**config.mk**
```make
export PLATFORM = sky130hd
export DESIGN_NAME = md5_match_collector
export DESIGN_NICKNAME = d
export VERILOG_FILES = /design/src/rtl/md5_match_collector.sv
export SDC_FILE = /design/constraint.sdc
export NUM_CORES = 1
export LEC_CHECK = 0
export ABC_AREA = 1
export CAP_MARGIN = 20
export CORE_MARGIN = 2
export CORE_UTILIZATION = 35
export CTS_BUF_LIST = sky130_fd_sc_hd__clkbuf_4
export CTS_CLUSTER_DIAMETER = 50
export DETAILED_ROUTE_END_ITERATION = 16
export PLACE_DENSITY = 0.65
export SETUP_SLACK_MARGIN = 0.4
export SYNTH_ARGS = -nofsm -noshare
export SYNTH_HDL_FRONTEND = slang
export SYNTH_SLANG_ARGS = --single-unit
```
**constraint.sdc**
```tcl
create_clock -name CLK -period 3.8 [get_ports CLK]
set_clock_uncertainty 0.15 [all_clocks]
set_input_delay 0.76 -clock CLK [delete_from_list [all_inputs] [get_ports CLK]]
set_output_delay 0.76 -clock CLK [all_outputs]
set_load 0.05 [all_outputs]
```
**src/rtl/md5_match_collector.sv**
```systemverilog
// ---------------------------------------------------------------------------
// md5_match_collector
//
// Result-side companion to the MD5 brute-force candidate counter. It takes
// the per-candidate compare results from the MD5 pipeline, queues the tags of
// matching candidates in a small show-ahead FIFO for software, counts hits
// (saturating at 255), records dropped hits in a sticky overflow flag, asks
// the counter to pause while the queue is full, and raises a sticky
// "finished" flag once the counter is done and the pipeline has drained.
//
// Parameters:
//   TAG_W  - candidate tag width (matches the counter output width)
//   DEPTH  - FIFO entries, power of two, >= 2
//   DRAIN  - cycles from counter done until the last result can arrive
//
// Ports:
//   CLK          in   clock, rising edge
//   reset        in   synchronous, active-high reset
//   hit_valid    in   compare result valid this cycle
//   hit          in   digest matched the target (qualified by hit_valid)
//   hit_tag      in   counter value that produced this digest
//   search_done  in   counter done flag (level)
//   stop_on_full in   when 1, hold asserts while the FIFO is full
//   pop          in   software read strobe, one cycle per entry
//   rd_tag       out  FIFO head (show-ahead), valid while rd_valid
//   rd_valid     out  FIFO not empty
//   match_count  out  total hits seen, saturates at 255
//   overflow     out  sticky: a hit was dropped because the FIFO was full
//   hold         out  pause request to the candidate counter
//   finished     out  sticky: search complete and pipeline drained
// ---------------------------------------------------------------------------
module md5_match_collector #(
  parameter int TAG_W = 31,
  parameter int DEPTH = 4,
  parameter int DRAIN = 68
) (
  input  logic             CLK,
  input  logic             reset,
  input  logic             hit_valid,
  input  logic             hit,
  input  logic [TAG_W-1:0] hit_tag,
  input  logic             search_done,
  input  logic             stop_on_full,
  input  logic             pop,
  output logic [TAG_W-1:0] rd_tag,
  output logic             rd_valid,
  output logic [7:0]       match_count,
  output logic             overflow,
  output logic             hold,
  output logic             finished
);

  localparam int PTR_W = $clog2(DEPTH);
  localparam int OCC_W = PTR_W + 1;
  localparam int CNT_W = $clog2(DRAIN) + 1;

  localparam logic [OCC_W-1:0] OCC_FULL   = OCC_W'(DEPTH);
  localparam logic [CNT_W-1:0] DRAIN_LOAD = CNT_W'(DRAIN - 1);

  localparam logic [1:0] ST_IDLE  = 2'd0;
  localparam logic [1:0] ST_DRAIN = 2'd1;
  localparam logic [1:0] ST_FIN   = 2'd2;

  logic [TAG_W-1:0] mem [DEPTH];
  logic [PTR_W-1:0] wr_ptr;
  logic [PTR_W-1:0] rd_ptr;
  logic [OCC_W-1:0] occ;

  logic [1:0]       state;
  logic [CNT_W-1:0] drain_cnt;

  logic push;
  logic pop_eff;
  logic accept;

  assign push    = hit_valid & hit;
  assign pop_eff = pop & (occ != '0);
  // A push into a full FIFO is still accepted when the head leaves in the
  // same cycle: with a full queue wr_ptr == rd_ptr, so the new tag lands in
  // the slot being freed.
  assign accept  = push & ((occ != OCC_FULL) | pop_eff);

  // Pointers, occupancy and the statistics registers.
  always_ff @(posedge CLK) begin
    if (reset) begin
      wr_ptr      <= '0;
      rd_ptr      <= '0;
      occ         <= '0;
      match_count <= 8'd0;
      overflow    <= 1'b0;
    end else begin
      if (accept)
        wr_ptr <= wr_ptr + PTR_W'(1);
      if (pop_eff)
        rd_ptr <= rd_ptr + PTR_W'(1);

      case ({accept, pop_eff})
        2'b10:   occ <= occ + OCC_W'(1);
        2'b01:   occ <= occ - OCC_W'(1);
        default: occ <= occ;
      endcase

      if (push && !accept)
        overflow <= 1'b1;
      // Every hit counts, including dropped ones; hold at 255.
      if (push && (match_count != 8'hFF))
        match_count <= match_count + 8'd1;
    end
  end

  // Tag storage; contents are never cleared, occupancy alone decides validity.
  always_ff @(posedge CLK) begin
    if (!reset && accept)
      mem[wr_ptr] <= hit_tag;
  end

  // Completion tracking: wait DRAIN cycles after done so every result still
  // in the MD5 pipeline has been collected before declaring the search over.
  always_ff @(posedge CLK) begin
    if (reset) begin
      state     <= ST_IDLE;
      drain_cnt <= '0;
    end else begin
      case (state)
        ST_IDLE: begin
          if (search_done) begin
            state     <= ST_DRAIN;
            drain_cnt <= DRAIN_LOAD;
          end
        end
        ST_DRAIN: begin
          if (drain_cnt == '0)
            state <= ST_FIN;
          else
            drain_cnt <= drain_cnt - CNT_W'(1);
        end
        ST_FIN: begin
          state <= ST_FIN;
        end
        default: begin
          state <= ST_IDLE;
        end
      endcase
    end
  end

  assign rd_tag   = mem[rd_ptr];
  assign rd_valid = (occ != '0);
  // Derived from registered occupancy only, so the counter enable path never
  // sees pop or hit_valid combinationally.
  assign hold     = stop_on_full & (occ == OCC_FULL);
  assign finished = (state == ST_FIN);

endmodule

```
# Word level (Yosys, flattened, before mapping)
# Memories as Yosys holds them, arrays and structs flattened. A register that Yosys moved wholly into a read port is not among the register bits.
# Index checks and enable logic that the tools add are counted.
[totals]
out_inout_bits = 43
register_bits = 26
memories = 1
elab_cells = 52
ram_bits = 124
inputBits = 38
[classes]
add_sub_neg = 6
n_eq_ne = 10
mux = 11
bitwise_logic = 5
n_reduce_logical = 12
[memory_table]
columns = ["name", "depth", "word_bits", "read_ports", "rd_clocked_by_memory_dff", "wr", "line_no", "source"]
rows = [
  ["mem", 4, 31, 1, 1, 1, "64", "logic [TAG_W-1:0] mem [DEPTH];"],
]
[op_table]
columns = ["operator", "count"]
rows = [
  ["$mux 8", 2],
  ["$pmux 8 s2", 1],
  ["$add 8x1->8 const B", 1],
  ["$logic_not 8->1", 1],
  ["$mux 2", 4],
  ["$ne 8x8->1 const B", 1],
  ["$sub 8x1->8 const B", 1],
  ["$ne 2x2->1 const B", 3],
  ["$pmux 2 s3", 1],
  ["$pmux 3 s2", 1],
  ["$add 2x1->2 const B", 2],
  ["$and 1x1->1", 4],
  ["$eq 2x1->1 const B", 2],
  ["$eq 2x2->1 const B", 2],
  ["$reduce_bool 2->1", 2],
  ["$add 3x1->3 const B", 1],
  ["$eq 3x3->1 const B", 1],
  ["$logic_and 1x1->1", 3],
  ["$ne 3x3->1 const B", 1],
  ["$reduce_and 3->1", 1],
  ["$reduce_bool 3->1", 1],
  ["$sub 3x1->3 const B", 1],
  ["$logic_not 1->1", 2],
  ["$logic_not 2->1", 1],
  ["other kinds (3)", 4],
]

# Depth between registers and ports, before layout
# Gate-level depths: netlist (run 1).
[logic_depth]
depth_word = 7
ltp_mapped = 11
mapped_depth_nobuf = 11

# Least setup slack after synthesis (run 1)
# OpenSTA, ideal clock, no wires.
[synth_path]
path_kind = "input to register"
from = "in hit_valid"
to = "mem mem[0][0], enable pin"
t_arrival_ns = 2.577
required_ns = 3.231
cell_stages = 6
path_buffers = 0
setup_time_ns = 0.419
path_slack_ns = 0.654
path_cell_list = "nand2_1 > inv_1 > nand2_1 > inv_1 > nand2_1 > nor2_1"
[synth_via]
elab_chain_cells = 5
[synth_rtl]
columns = ["element", "line_no", "source"]
rows = [
  ["start, declared", "39", "input logic hit_valid,"],
  ["$and 1x1->1", "76", "assign push = hit_valid & hit;"],
  ["$and 1x1->1", "81", "assign accept = push & ((occ != OCC_FULL) | pop_eff);"],
  ["$logic_and 1x1->1", "113", "if (!reset && accept)"],
  ["$mux 1", "113", ""],
  ["$mux 1 (implied by the code)", "114", "mem[wr_ptr] <= hit_tag;"],
  ["end, declared", "64", ""],
]
# No other way between the ends.

==> impl_metrics.csv, run 1 <==
group,metric,value,unit
sta,maxSlewViolCount,0,
clock_network,ctsResizeCount,0,
layout,finalInstanceArea,7478,um2
critical_path,slowest_stage,"inv_1",
synth,syn-num-nets,591,
placed_design,dp_hpwl,8319,um
clock_network,cts_root_buf,"clkbuf_4",
power,power_leakage,0.002675,uW
routing,routed_wl,12940,um
clock_network,clk_pin_slew,0.11,ns
critical_path,required,2.89,ns
layout,layout-drive-gt1-share,0.1547,
synth,syn_area,6181,um2
floorplan,io_pins,81,
sta,worstMarginPinSlew,0.8496,ns
synth,synth_area_leaders,"edfxtp_1 (60%), dfxtp_1 (9.1%), o21ai_0 (5.8%), nor2_1 (5.6%), nand2_1 (3.3%)",
synth,yosys.area.top_type_share,0.6024,
global_routing,antenna_found_initial,0,
routing,drc,0,
sta,worst_slew_margin_rel,0.4330,
clock_network,insertion_delay,0.53,ns
synth,yosysTopAreaCell,"edfxtp_1",
critical_path,max_stage_delay,0.62,ns
global_routing,grt_overflow,0,
floorplan,initial_core_util,0.3573,
critical_path,worstSetupPathType,"reg -> out",
sta,min_period,3.100,ns
floorplan,die_x,136.9,um
layout,utilization,0.4324,
clock_network,cts_buffer_depth,2,
layout,fin_nets,677,
global_routing,grt_usage,0.1427,
sta,rsz0062_at_grt,"false",
floorplan,die_h,136.9,um
synth,synth_seq_cells,152,
clock_network,cts_made_buffers,17,
critical_path,crit_path_end_kind,"primary output",
floorplan,rows,48,
sta,finalHoldViolCount,0,
clock_network,cts_tree,"yes",
global_routing,grt_pass1_vias,4202,
synth,synth_warnings,0,
synth,syn-instance-count,541,
sta,setup_viol,0,
critical_path,cp_num_buf_inv,2,
clock_network,postCtsHoldBufs,0,
critical_path,crit_path_max_fanout,31,
critical_path,worst_setup_path_start_kind,"flop",
critical_path,path_cells,"inv_1, o21ai_0, o22ai_1, buf_4",
status,status,"complete, no violations",
clock_network,ctsHtreeMaxLevel,4,
placed_design,placed_cell_area,7188,um2
synth,avgSynthCellArea,11.43,um2
synth,synth-main-ff-cell,"edfxtp_1",
sta,fin_setup_tns,0,ns
routing,first_pass_iters,6,
flow_run,drv_cap,0,
routing,viasPerCell,4.858,
min_path,min_path_type,"reg -> reg",
sta,period_share,0.8159,
synth,synth-async-reset-ratio,0,
synth,synth_cell_types,29,
routing,drtIter0Drc,202,
power,p_per_area,561.1,nW/um2
global_routing,grt_start_max_net_pins,43,
layout,syn2layout_area_growth,20.99,%
synth,ys_top_cells_by_count,"edfxtp_1 (124), nor2_1 (93), o21ai_0 (72)",
critical_path,path_delay_family,"buffers and inverters",
sta,setup_slack,0.6997,ns
synth,synth.most_common_cell,"edfxtp_1",
clock_network,postCtsSetupBuffers,0,
floorplan,core_area,17300,um2
power,peakVddDrop,0.0003108,V
synth,synth-edff-count,124,
floorplan,dieArea,18740,um2
placed_design,place_ws,0.6882,ns
critical_path,worstPathArrival,2.19,ns
routing,vias,4207,
clock_network,cts.sinks,152,
sta,clock.fmax,0.3225,GHz
routing,postRouteAntennaNets,0,
placed_design,io_buffers,80,
synth,synth_seq_area_share,0.6931,
placed_design,place_congestion,0.8047,
routing,drt-wirelength-per-cell,14.95,um
global_routing,grt_pass1_wl,20380,um
[worst paths after layout]
kind / slack [ns] / from / endpoint / cells after the start
max: 0.70 / flop / rd_tag[11] / 4
min: 0.33 / rd_ptr[1]$_SDFFE_PP0P_ / flop / 2
max reg2reg: 1.71 / occ[2]$_SDFFE_PP0P_ / mem[3][8]$_DFFE_PP_ / 8
min reg2reg: 0.33 / rd_ptr[1]$_SDFFE_PP0P_ / flop / 2
[stage by stage]
| step | instances | hold WS, ns | total power (uW) |
|---|---|---|---|
| floorplan | 541 | 0.2856 | 2907 |
| global placement | 833 | 0.3163 | 3239 |
| detailed placement | 833 | 0.3148 | 3269 |
| CTS | 865 | 0.3315 | 4238 |
| global route | 865 | 0.3551 | 4441 |
| finish | 866 | 0.3296 | 4196 |
[routing by layer]
layer	wire length [um]	track usage
met1	5468	0.1665
met2	6524	0.2483
met3	812	0.04926
met4	137	0.04181
met5	0	0
[worst reg2reg max path: cells and delay by family, from the launching register on]
family / cells / cell delay [ns]
buffers and inverters: 3 / 0.66
AND/OR/NAND/NOR: 5 / 0.61
flip-flops: 1 / 0.31
[cells by family after synthesis]
kind of cell | share of synthesized area
compound gates | 0.1083
buf+inv | 0.04332
simple gates | 0.1213
flops | 0.6931
xor+xnor | 0.008502
fa+ha+maj | 0.02551
[sequential cells by signal, summed over array words and instances, names as in the netlist, named ones only]
signal and cells:
occ 3, rd_ptr 2, mem 124, wr_ptr 2, overflow 1, drain_cnt 8
match_count 8, state 2
[cells in the final DEF (no fill, tap or decap), types with 11 or more instances in the layout]
cell / n
o21ai_0: 72
o22ai_1: 31
clkbuf_4: 18
buf_4: 40
dfxtp_1: 27
ha_1: 11
inv_1: 34
nand2_1: 55
a21oi_1: 18
nand3_1: 12
edfxtp_1: 124
nor2_1: 89
clkdlybuf4s50_1: 49
[report_power, final]
part / leakage (uW) / switching, uW / total (uW) / internal (uW)
clock: 0.000150 / 562 / 965 / 404
combinational: 0.00118 / 895 / 1290 / 393
sequential: 0.00135 / 69.7 / 1940 / 1870
[layout make-up]
type | instances | area, um2
inverter | 45 | 171.4
multi-input combinational | 322 | 1659
tap | 225 | 281.5
antenna | 1 | 2.502
timing repair buffer | 89 | 790.8
sequential | 152 | 4288
fill | 1600 | 9818
clock buffer | 18 | 135.1
clock inverter | 14 | 150.1
Power figures use the tool's default switching activity.
==> inputs of run 2 (changes only) <==
- clock period: 3.8 -> 2.95 ns (I/O delays scaled with it)
==> impl_metrics.csv, run 2 (synthesis gave the netlist of run 1 again) <==
group,metric,value,unit
critical_path,required,2.21,ns
global_routing,grt_usage,0.1543,
power,p_total,6020,uW
power,power_leakage,0.003038,uW
clock_network,cts_buffer_depth,2,
power,p_per_area,727.4,nW/um2
routing,drtIter0Drc,208,
global_routing,grt_util_met1,0.1812,
placed_design,io_buffers,80,
min_path,min_path_type,"reg -> reg",
clock_network,cts_tree,"yes",
critical_path,cp-endpoint,"rd_tag[12]",
routing,first_pass_iters,5,
floorplan,die_h,136.9,um
floorplan,dieArea,18740,um2
critical_path,reg2reg_depth,8,
layout,largest_register_ffs,124,
sta,finalHoldViolCount,0,
sta,min_period,2.533,ns
global_routing,grt_pass1_vias,4370,
routing,drt-wirelength-per-cell,16.29,um
placed_design,dp_hpwl,8406,um
floorplan,rows,48,
layout,layout-drive-gt1-share,0.2560,
floorplan,core_area,17300,um2
routing,routed_wl,14490,um
placed_design,place_congestion,0.7759,
clock_network,cts.sinks,152,
global_routing,grt-busiest-layer,"met2",
floorplan,initial_core_util,0.3573,
sta,worstMarginPinSlew,0.5044,ns
global_routing,grt_overflow,0,
sta,worst_slew_margin_rel,0.6651,
critical_path,r2r_start,"state[1]$_SDFFE_PP0P_",
routing,vias,4422,
global_routing,grt_start_max_net_pins,32,
critical_path,worstSetupPathType,"reg -> out",
layout,utilization,0.4784,
clock_network,clk_pin_slew,0.12,ns
sta,clock.fmax,0.3948,GHz
sta,period_share,0.8586,
power,peakVddDrop,0.0004072,V
layout,fillers,1515,
layout,layout_common_cells,"edfxtp_1 (124), nor2_1 (86), nand2_1 (55), clkdlybuf4s50_1 (38), inv_1 (33)",
floorplan,die_x,136.9,um
layout,layout_commonest_cell,"edfxtp_1",
layout,antenna_cells,0,
sta,setup_viol,0,
layout,syn2layout_area_growth,33.89,%
clock_network,cts_root_buf,"clkbuf_4",
routing,drc,0,
critical_path,crit_path_end_kind,"primary output",
critical_path,reg2reg_slack,1.05,ns
clock_network,postCtsHoldBufs,0,
routing,viasPerCell,4.974,
sta,whs,0.3070,ns
critical_path,rr_endpoint,"drain_cnt[4]$_SDFFE_PP0P_",
critical_path,crit_path_max_fanout,8,
layout,largestRegisters,"mem x124, drain_cnt x8, match_count x8",
flow_run,drv_cap,0,
status,status,"complete, no violations",
min_path,min_from,"rd_ptr[1]$_SDFFE_PP0P_",
global_routing,use_met2,0.2664,
layout,fin_nets,701,
clock_network,insertion_delay,0.53,ns
sta,maxSlewViolCount,0,
critical_path,worst_setup_path_start_kind,"flop",
floorplan,io_pins,81,
global_routing,use_met3,0.04741,
clock_network,cts_made_buffers,17,
global_routing,antenna_found_initial,0,
routing,postRouteAntennaNets,0,
clock_network,ctsHtreeMaxLevel,4,
sta,rsz0062_at_grt,"true",
layout,regMostFlops,"mem",
critical_path,worstPathArrival,1.79,ns
global_routing,grt_pass1_wl,21740,um
run 2: changes by cell type in the layout (fill, tap and decap cells not counted), moves of 5 or more:
cell,before,now
o22ai_2,0,18
buf_12,0,8
buf_6,0,19
o21ai_0,72,24
o21ai_1,2,27
buf_16,0,5
o22ai_1,31,13
clkdlybuf4s50_1,49,38
dlygate4sd2_1,0,10
o21ai_2,0,22
buf_4,40,29
run 2: per-stage QoR:
step	worst slack (ns)	TNS [ns]	area (um2)	cells
2_1_floorplan	-0.02576	-3.195	6181	541
3_3_place_gp	0.3410	0	7251	835
3_5_place_dp	0.2887	0	7251	835
4_1_cts	0.3075	0	7933	882
5_1_grt	0.2712	0	8275	889
6_report	0.4170	0	8275	889
run 2: how the worst min path moves through the flow:
stage / to / cells after the start
floorplan: flop / 2
global route: flop / 2
detailed placement: rd_ptr[1]$_SDFFE_PP0P_ / 2
finish: flop / 2
CTS: flop / 2
global placement: rd_ptr[1]$_SDFFE_PP0P_ / 2
run 2: where the power goes:
part / switching, uW / internal, uW / total (uW)
clock: 709 / 787 / 1500
sequential: 71.9 / 2410 / 2480
combinational: 1290 / 747 / 2040
run 2: routing by layer:
layer,vias up,routed length (um),part of all wire
li1,2134,-,-
met1,2111,5874,0.41
met2,158,7410,0.51
met3,19,999,0.069
met4,0,200,0.014
met5,-,0,0
run 2: repair_timing:
action                     CTS  global route
setup endpoints to repair   41            31
setup buffers                9             5
pin swaps                    4            24
cloned                       6             2
gates resized for setup     43           105
hold endpoints to repair     0             0
run 2: layout make-up:
class / count / area (um2) / share of cell area
clock buffers: 20 / 150.1 / 0.01814
clock inverters: 12 / 196.4 / 0.02374
flip-flops and latches: 152 / 4292 / 0.5186
well taps: 225 / 281.5 / 0.03402
repair buffers: 113 / 1295 / 0.1565
inverters: 45 / 187.7 / 0.02268
multi-input cells: 322 / 1873 / 0.2263
run 2: worst max-delay path, stage by stage, from the launching register on:
cell and delay, ns:
dfxtp_4 0.45, buf_8 0.17, buf_16 0.14, o21ai_0 0.10
o22ai_1 0.19, buf_4 0.23
